File: src/rtl/mem_access_pkg.sv
// Shared types and lane helpers for the load/store front-end.
// Holds the size and state encodings plus the byte-lane mask, store
// replication and load extraction rules, so that future cache or DMA
// ports apply exactly the same lane rules.
package mem_access_pkg;

  typedef enum logic [1:0] {SIZE_B = 2'd0, SIZE_H = 2'd1, SIZE_W = 2'd2} mem_size_t;
  typedef enum logic [1:0] {IDLE = 2'd0, ACCESS = 2'd1, RESP = 2'd2} state_t;

  // Raw 2-bit size, so that the unused encoding 3 is caught here as well.
  function automatic logic misaligned(logic [1:0] size, logic [1:0] lane);
    return (size == 2'd3) || (size == 2'd1 && lane[0]) || (size == 2'd2 && lane != 2'd0);
  endfunction

  function automatic logic [3:0] lane_mask(mem_size_t size, logic [1:0] lane);
    case (size)
      SIZE_B:  return 4'b0001 << lane;
      SIZE_H:  return 4'b0011 << lane;
      SIZE_W:  return 4'b1111;
      default: return 4'b0000;
    endcase
  endfunction

  // Replicate right-aligned store data into every lane; the mask picks the live one.
  function automatic logic [31:0] lane_data(mem_size_t size, logic [31:0] wdata);
    case (size)
      SIZE_B:  return {4{wdata[7:0]}};
      SIZE_H:  return {2{wdata[15:0]}};
      default: return wdata;
    endcase
  endfunction

  function automatic logic [31:0] extract(logic [31:0] rdata, logic [1:0] lane,
                                          mem_size_t size, logic is_unsigned);
    logic [7:0]  b;
    logic [15:0] h;
    b = rdata[{lane, 3'b000} +: 8];
    h = rdata[{lane[1], 4'b0000} +: 16];
    case (size)
      SIZE_B:  return is_unsigned ? {24'b0, b} : {{24{b[7]}}, b};
      SIZE_H:  return is_unsigned ? {16'b0, h} : {{16{h[15]}}, h};
      default: return rdata;
    endcase
  endfunction

endpackage

File: src/rtl/mem_access_unit_load_align.sv
// load_align: combinational load extraction.
//   rdata       - registered read word from RAM
//   lane        - byte offset of the access within the word
//   size        - access size (B/H/W)
//   is_unsigned - zero-extend instead of sign-extend
//   result      - right-aligned, extended load result
module load_align
  import mem_access_pkg::*;
(
  input  logic [31:0] rdata,
  input  logic [1:0]  lane,
  input  mem_size_t   size,
  input  logic        is_unsigned,
  output logic [31:0] result
);

  assign result = extract(rdata, lane, size, is_unsigned);

endmodule

File: src/rtl/mem_access_unit.sv
// mem_access_unit: load/store front-end for a word-wide synchronous RAM
// with a byte write mask and a 1-cycle registered read.
//   clk, reset_i                      - clock, async active-high reset
//   req_valid_i/req_ready_o           - request handshake (ready only in IDLE)
//   req_we_i, req_size_i, req_unsigned_i, req_addr_i, req_wdata_i - request fields
//   mem_addr_o, mem_we_o, mem_wr_mask_o, mem_wdata_o, mem_rdata_i - RAM side
//   rsp_valid_o/rsp_ready_i           - response handshake
//   rsp_rdata_o, rsp_err_o            - load result, misalignment/illegal-size flag
module mem_access_unit
  import mem_access_pkg::*;
#(
  parameter int ADDR_W      = 32,
  parameter int MEM_WORDS_W = 10
) (
  input  logic              clk,
  input  logic              reset_i,
  input  logic              req_valid_i,
  output logic              req_ready_o,
  input  logic              req_we_i,
  input  logic [1:0]        req_size_i,
  input  logic              req_unsigned_i,
  input  logic [ADDR_W-1:0] req_addr_i,
  input  logic [31:0]       req_wdata_i,
  output logic [ADDR_W-1:0] mem_addr_o,
  output logic              mem_we_o,
  output logic [3:0]        mem_wr_mask_o,
  output logic [31:0]       mem_wdata_o,
  input  logic [31:0]       mem_rdata_i,
  output logic              rsp_valid_o,
  input  logic              rsp_ready_i,
  output logic [31:0]       rsp_rdata_o,
  output logic              rsp_err_o
);

  state_t                 state;
  logic [MEM_WORDS_W-1:0] word_q;
  logic [1:0]             lane_q;
  mem_size_t              size_q;
  logic                   uns_q;
  logic                   we_q;
  logic                   resp_first;  // first RESP cycle of a load: RAM data is live
  logic [31:0]            rdata_q;
  logic [31:0]            align_result;

  logic req_err;
  assign req_err = misaligned(req_size_i, req_addr_i[1:0]);

  // Upper address bits wrap within the RAM and carry no information.
  logic unused_addr_hi;
  assign unused_addr_hi = ^req_addr_i[ADDR_W-1:MEM_WORDS_W+2];

  assign mem_addr_o = {{(ADDR_W-MEM_WORDS_W){1'b0}}, word_q};

  load_align u_align (
    .rdata       (mem_rdata_i),
    .lane        (lane_q),
    .size        (size_q),
    .is_unsigned (uns_q),
    .result      (align_result)
  );

  // The RAM word only arrives in the first RESP cycle, so that cycle is served
  // straight from the aligner and the register holds it for any stall after.
  assign rsp_rdata_o = resp_first ? align_result : rdata_q;

  always_ff @(posedge clk or posedge reset_i) begin
    if (reset_i) begin
      state         <= IDLE;
      word_q        <= '0;
      lane_q        <= '0;
      size_q        <= SIZE_B;
      uns_q         <= 1'b0;
      we_q          <= 1'b0;
      resp_first    <= 1'b0;
      rdata_q       <= '0;
      req_ready_o   <= 1'b1;
      mem_we_o      <= 1'b0;
      mem_wr_mask_o <= '0;
      mem_wdata_o   <= '0;
      rsp_valid_o   <= 1'b0;
      rsp_err_o     <= 1'b0;
    end else begin
      case (state)
        IDLE: begin
          if (req_valid_i) begin
            word_q      <= req_addr_i[MEM_WORDS_W+1:2];
            lane_q      <= req_addr_i[1:0];
            size_q      <= mem_size_t'(req_size_i);
            uns_q       <= req_unsigned_i;
            we_q        <= req_we_i;
            rdata_q     <= '0;
            req_ready_o <= 1'b0;
            if (req_err) begin
              state       <= RESP;
              rsp_valid_o <= 1'b1;
              rsp_err_o   <= 1'b1;
            end else begin
              state <= ACCESS;
              if (req_we_i) begin
                mem_we_o      <= 1'b1;
                mem_wr_mask_o <= lane_mask(mem_size_t'(req_size_i), req_addr_i[1:0]);
                mem_wdata_o   <= lane_data(mem_size_t'(req_size_i), req_wdata_i);
              end
            end
          end
        end
        ACCESS: begin
          mem_we_o      <= 1'b0;
          mem_wr_mask_o <= '0;
          mem_wdata_o   <= '0;
          rsp_valid_o   <= 1'b1;
          resp_first    <= ~we_q;
          state         <= RESP;
        end
        RESP: begin
          resp_first <= 1'b0;
          if (resp_first) rdata_q <= align_result;
          if (rsp_ready_i) begin
            rsp_valid_o <= 1'b0;
            rsp_err_o   <= 1'b0;
            rdata_q     <= '0;
            req_ready_o <= 1'b1;
            state       <= IDLE;
          end
        end
        default: state <= IDLE;
      endcase
    end
  end

endmodule

File: config.mk
export PLATFORM = sky130hd
export DESIGN_NAME = mem_access_unit
export DESIGN_NICKNAME = d
export VERILOG_FILES = /design/src/rtl/mem_access_pkg.sv /design/src/rtl/mem_access_unit_load_align.sv /design/src/rtl/mem_access_unit.sv
export SDC_FILE = /design/constraint.sdc
export NUM_CORES = 1
export LEC_CHECK = 0
export ABC_AREA = 1
export ABC_CLOCK_PERIOD_IN_PS = 4600
export CAP_MARGIN = 20
export CORE_UTILIZATION = 44
export DETAILED_ROUTE_END_ITERATION = 7
export PLACE_DENSITY = 0.9
export SLEW_MARGIN = 0
export SYNTH_ARGS = -nofsm -noshare
export SYNTH_HDL_FRONTEND = slang
export SYNTH_SLANG_ARGS = --single-unit
File: constraint.sdc
create_clock -name clk -period 4.6 [get_ports clk]
set_clock_uncertainty 0.15 [all_clocks]
set_input_delay 1.15 -clock clk [delete_from_list [all_inputs] [get_ports clk]]
set_output_delay 1.15 -clock clk [all_outputs]
set_load 0.1 [all_outputs]
==> run metrics <==
layout cells sized above 1=9.62%; final setup violating endpoints=0; hpwl dp=10300 µm; cts repair resizes=0; Slew headroom=30.8%; root buf cell=clkbuf_16; Clock Sinks=91; Die Width=110 µm; worst setup path start=mem_rdata_i[31]; delay-heaviest family, CP=simple AND/OR/NAND/NOR gates; register area share after synthesis=44.2%; warnings from Yosys=0; Final nets=944; layout filler cell count=961; final hold vios=0; Buffers & Inverters on Critical Path=2; share of the synthesized area in the top cell type=43.7%; total vias in the final route=5159; Starting Density=45.2%; H-tree depth=3; setup bufs post-CTS=0; Min-Delay Startpoint=word_q[4]; first-pass GRT wire length=22600 µm; crit path cell chain=clkdlybuf4s50_1, nand2_1, nand2_2, nand3_2, nand3_1, and2_1, buf_12; Row Count=39; Worst EP required=3.30 ns; most frequent cell after synthesis=nand2_1; final slew viol count=0; Final min period=4.15 ns; CP max stage cell=clkdlybuf4s50_1; WP data arrival=2.85 ns; main flop type after synthesis=dfrtp_1; drt drc=0; Max stage delay on crit path=0.52 ns; initial antenna violation count=0; hold slack=0.333 ns; crit path launch type=input pin; FF+latch count, synth=91; Worst Tran Pin Value=1.04 ns; Total GRT Usage=24.3%; synthesized area per cell=7.44 µm²; routability cong.=0.878; clk_lat worst skew=0.33 ns; Max Cap Viol=0; clk buf depth=2; Crit Path Max Fanout=16; vias per inst=5.24; total wire length=14600 µm; Setup crit end kind=output pin; result of the run=finished clean; clock transition at the registers of the reported paths=0.06 ns; origin of the critical flop-to-flop path=state[0]; Hold Path Class=register to register; Final Cycle Share=90.2%; dominant cells by area after synthesis=dfrtp_1 44%, nand2_1 16%, o21ai_0 7.8%; I/O pins=208; TritonCTS clock tree=yes; vias in the first global route=4801; Post-CTS Hold Buffers=0; largest area contributor in the netlist=dfrtp_1; largest net degree at the start of global routing=92; DIE AREA=0.0122 mm²; ANT nets after route=0; gr ovfl total=0; CTS Buf Count=9; Mapped Cells=693; initial DRC count=387; RSZ-0062 raised after global routing=no; commonest cells in the netlist=223 x nand2_1, 90 x dfrtp_1, 80 x o21ai_0; DR WL/cell=14.8 µm; Diodes inserted=0; Async S/R FF share, synth=100%; post-route setup TNS=0 ns; port buffer count=165; Die Y=110 µm; number of synthesized flops with an enable pin=0; Layout Area Growth over Synthesis=42.5%; synthesized area=0.00516 mm²; Placeable Area=0.0114 mm²; Pre-Repair DR Iteration Count=7; Netlist cell types=31; Crit Path Class=input pin to output pin; Max Fclk=0.241 GHz
## sequential cells by signal, summed over array words and instances (netlist names)
signal	cells
mem_wr_mask_o	4
mem_wdata_o	32
rdata_q	32
rsp_err_o	1
req_ready_o	1
state	2
word_q	10
rsp_valid_o	1
lane_q	2
resp_first	1
we_q	1
mem_we_o	1
uns_q	1
size_q	2
## layout by cell type (no fill, tap or decap), types with 3 or more instances in the layout
cell type | synthesis | layout
ha_1 | 3 | 3
clkbuf_16 | 0 | 9
buf_12 | 0 | 33
nand2_2 | 11 | 11
inv_4 | 3 | 3
and2_1 | 16 | 16
o221ai_1 | 4 | 4
conb_1 | 1 | 22
inv_1 | 56 | 55
o21ai_1 | 31 | 31
nor2_1 | 13 | 13
clkdlybuf4s50_1 | 0 | 133
a21oi_1 | 40 | 40
nand3_1 | 42 | 42
o21ai_0 | 80 | 80
dfrtp_1 | 90 | 90
nand2_4 | 4 | 4
inv_2 | 6 | 6
o211ai_1 | 3 | 3
clkbuf_1 | 15 | 3
nand2_1 | 223 | 223
## worst reg2reg max path, stage by stage (launching register included)
cell and delay (ns):
dfrtp_1 0.37, inv_1 0.07, ha_1 0.26, nand2_2 0.32, inv_4 0.17, a21oi_4 0.51, inv_2 0.26, o21ai_0 0.26
## area by class of cell
cell class / instances / area (µm²) / share of cell area [%]
multi-input combinational: 502 / 2340 / 31.9
sequential: 91 / 2280 / 31.0
timing repair buffer: 167 / 2000 / 27.2
inverter: 66 / 262 / 3.56
clock buffer: 12 / 236 / 3.22
tap: 143 / 179 / 2.43
clock inverter: 4 / 51.3 / 0.698
## through the flow
step | setup WS (ns) | utilization [%] | std cells | cell area (µm²)
floorplan | 0.832 | - | 714 | 5240
global placement | 0.508 | 61.8 | 969 | 7060
global route | 0.358 | 64.4 | 985 | 7350
finish | 0.452 | 64.4 | 985 | 7350
CTS | 0.466 | 64.4 | 985 | 7350
detailed placement | 0.495 | 61.8 | 969 | 7060
## layer usage
metal / vias to the layer above / routed length [µm] / part of all wire, % / GRT usage [%]
met5: - / 0 / 0 / 0
met2: 265 / 6960 / 48 / 40.6
met4: 0 / 401 / 2.7 / 9.40
met1: 2388 / 5680 / 39 / 29.6
met3: 35 / 1560 / 11 / 6.82
li1: 2471 / - / - / -
## cell families (layout without fill, tap and decap cells)
group | after synthesis | count (layout) | share of synthesized area [%]
AND/OR/NAND/NOR | 315 | 315 | 26.6
AO/OA/AOI/OAI | 162 | 162 | 16.5
buffers and inverters | 121 | 249 | 11.9
flip-flops | 91 | 91 | 44.2
adder cells (fa/ha/maj) | 3 | 3 | 0.728
other | 1 | 22 | 0.0727
## final timing paths
path	to	slack (ns)	cells past startpoint
setup / recovery	rsp_rdata_o[18]	0.45	7
setup reg to reg	rdata_q[30]	2.15	7
hold reg to reg	word_q[4]	0.33	2
hold / removal	word_q[4]	0.33	2
min in group asynchronous	word_q[3]	1.11	3
max in group asynchronous	size_q[1]	2.83	3
Power is left out: the tool's default activity adds up to more than one toggle a clock period on the data nets, which glitch-free logic cannot reach.
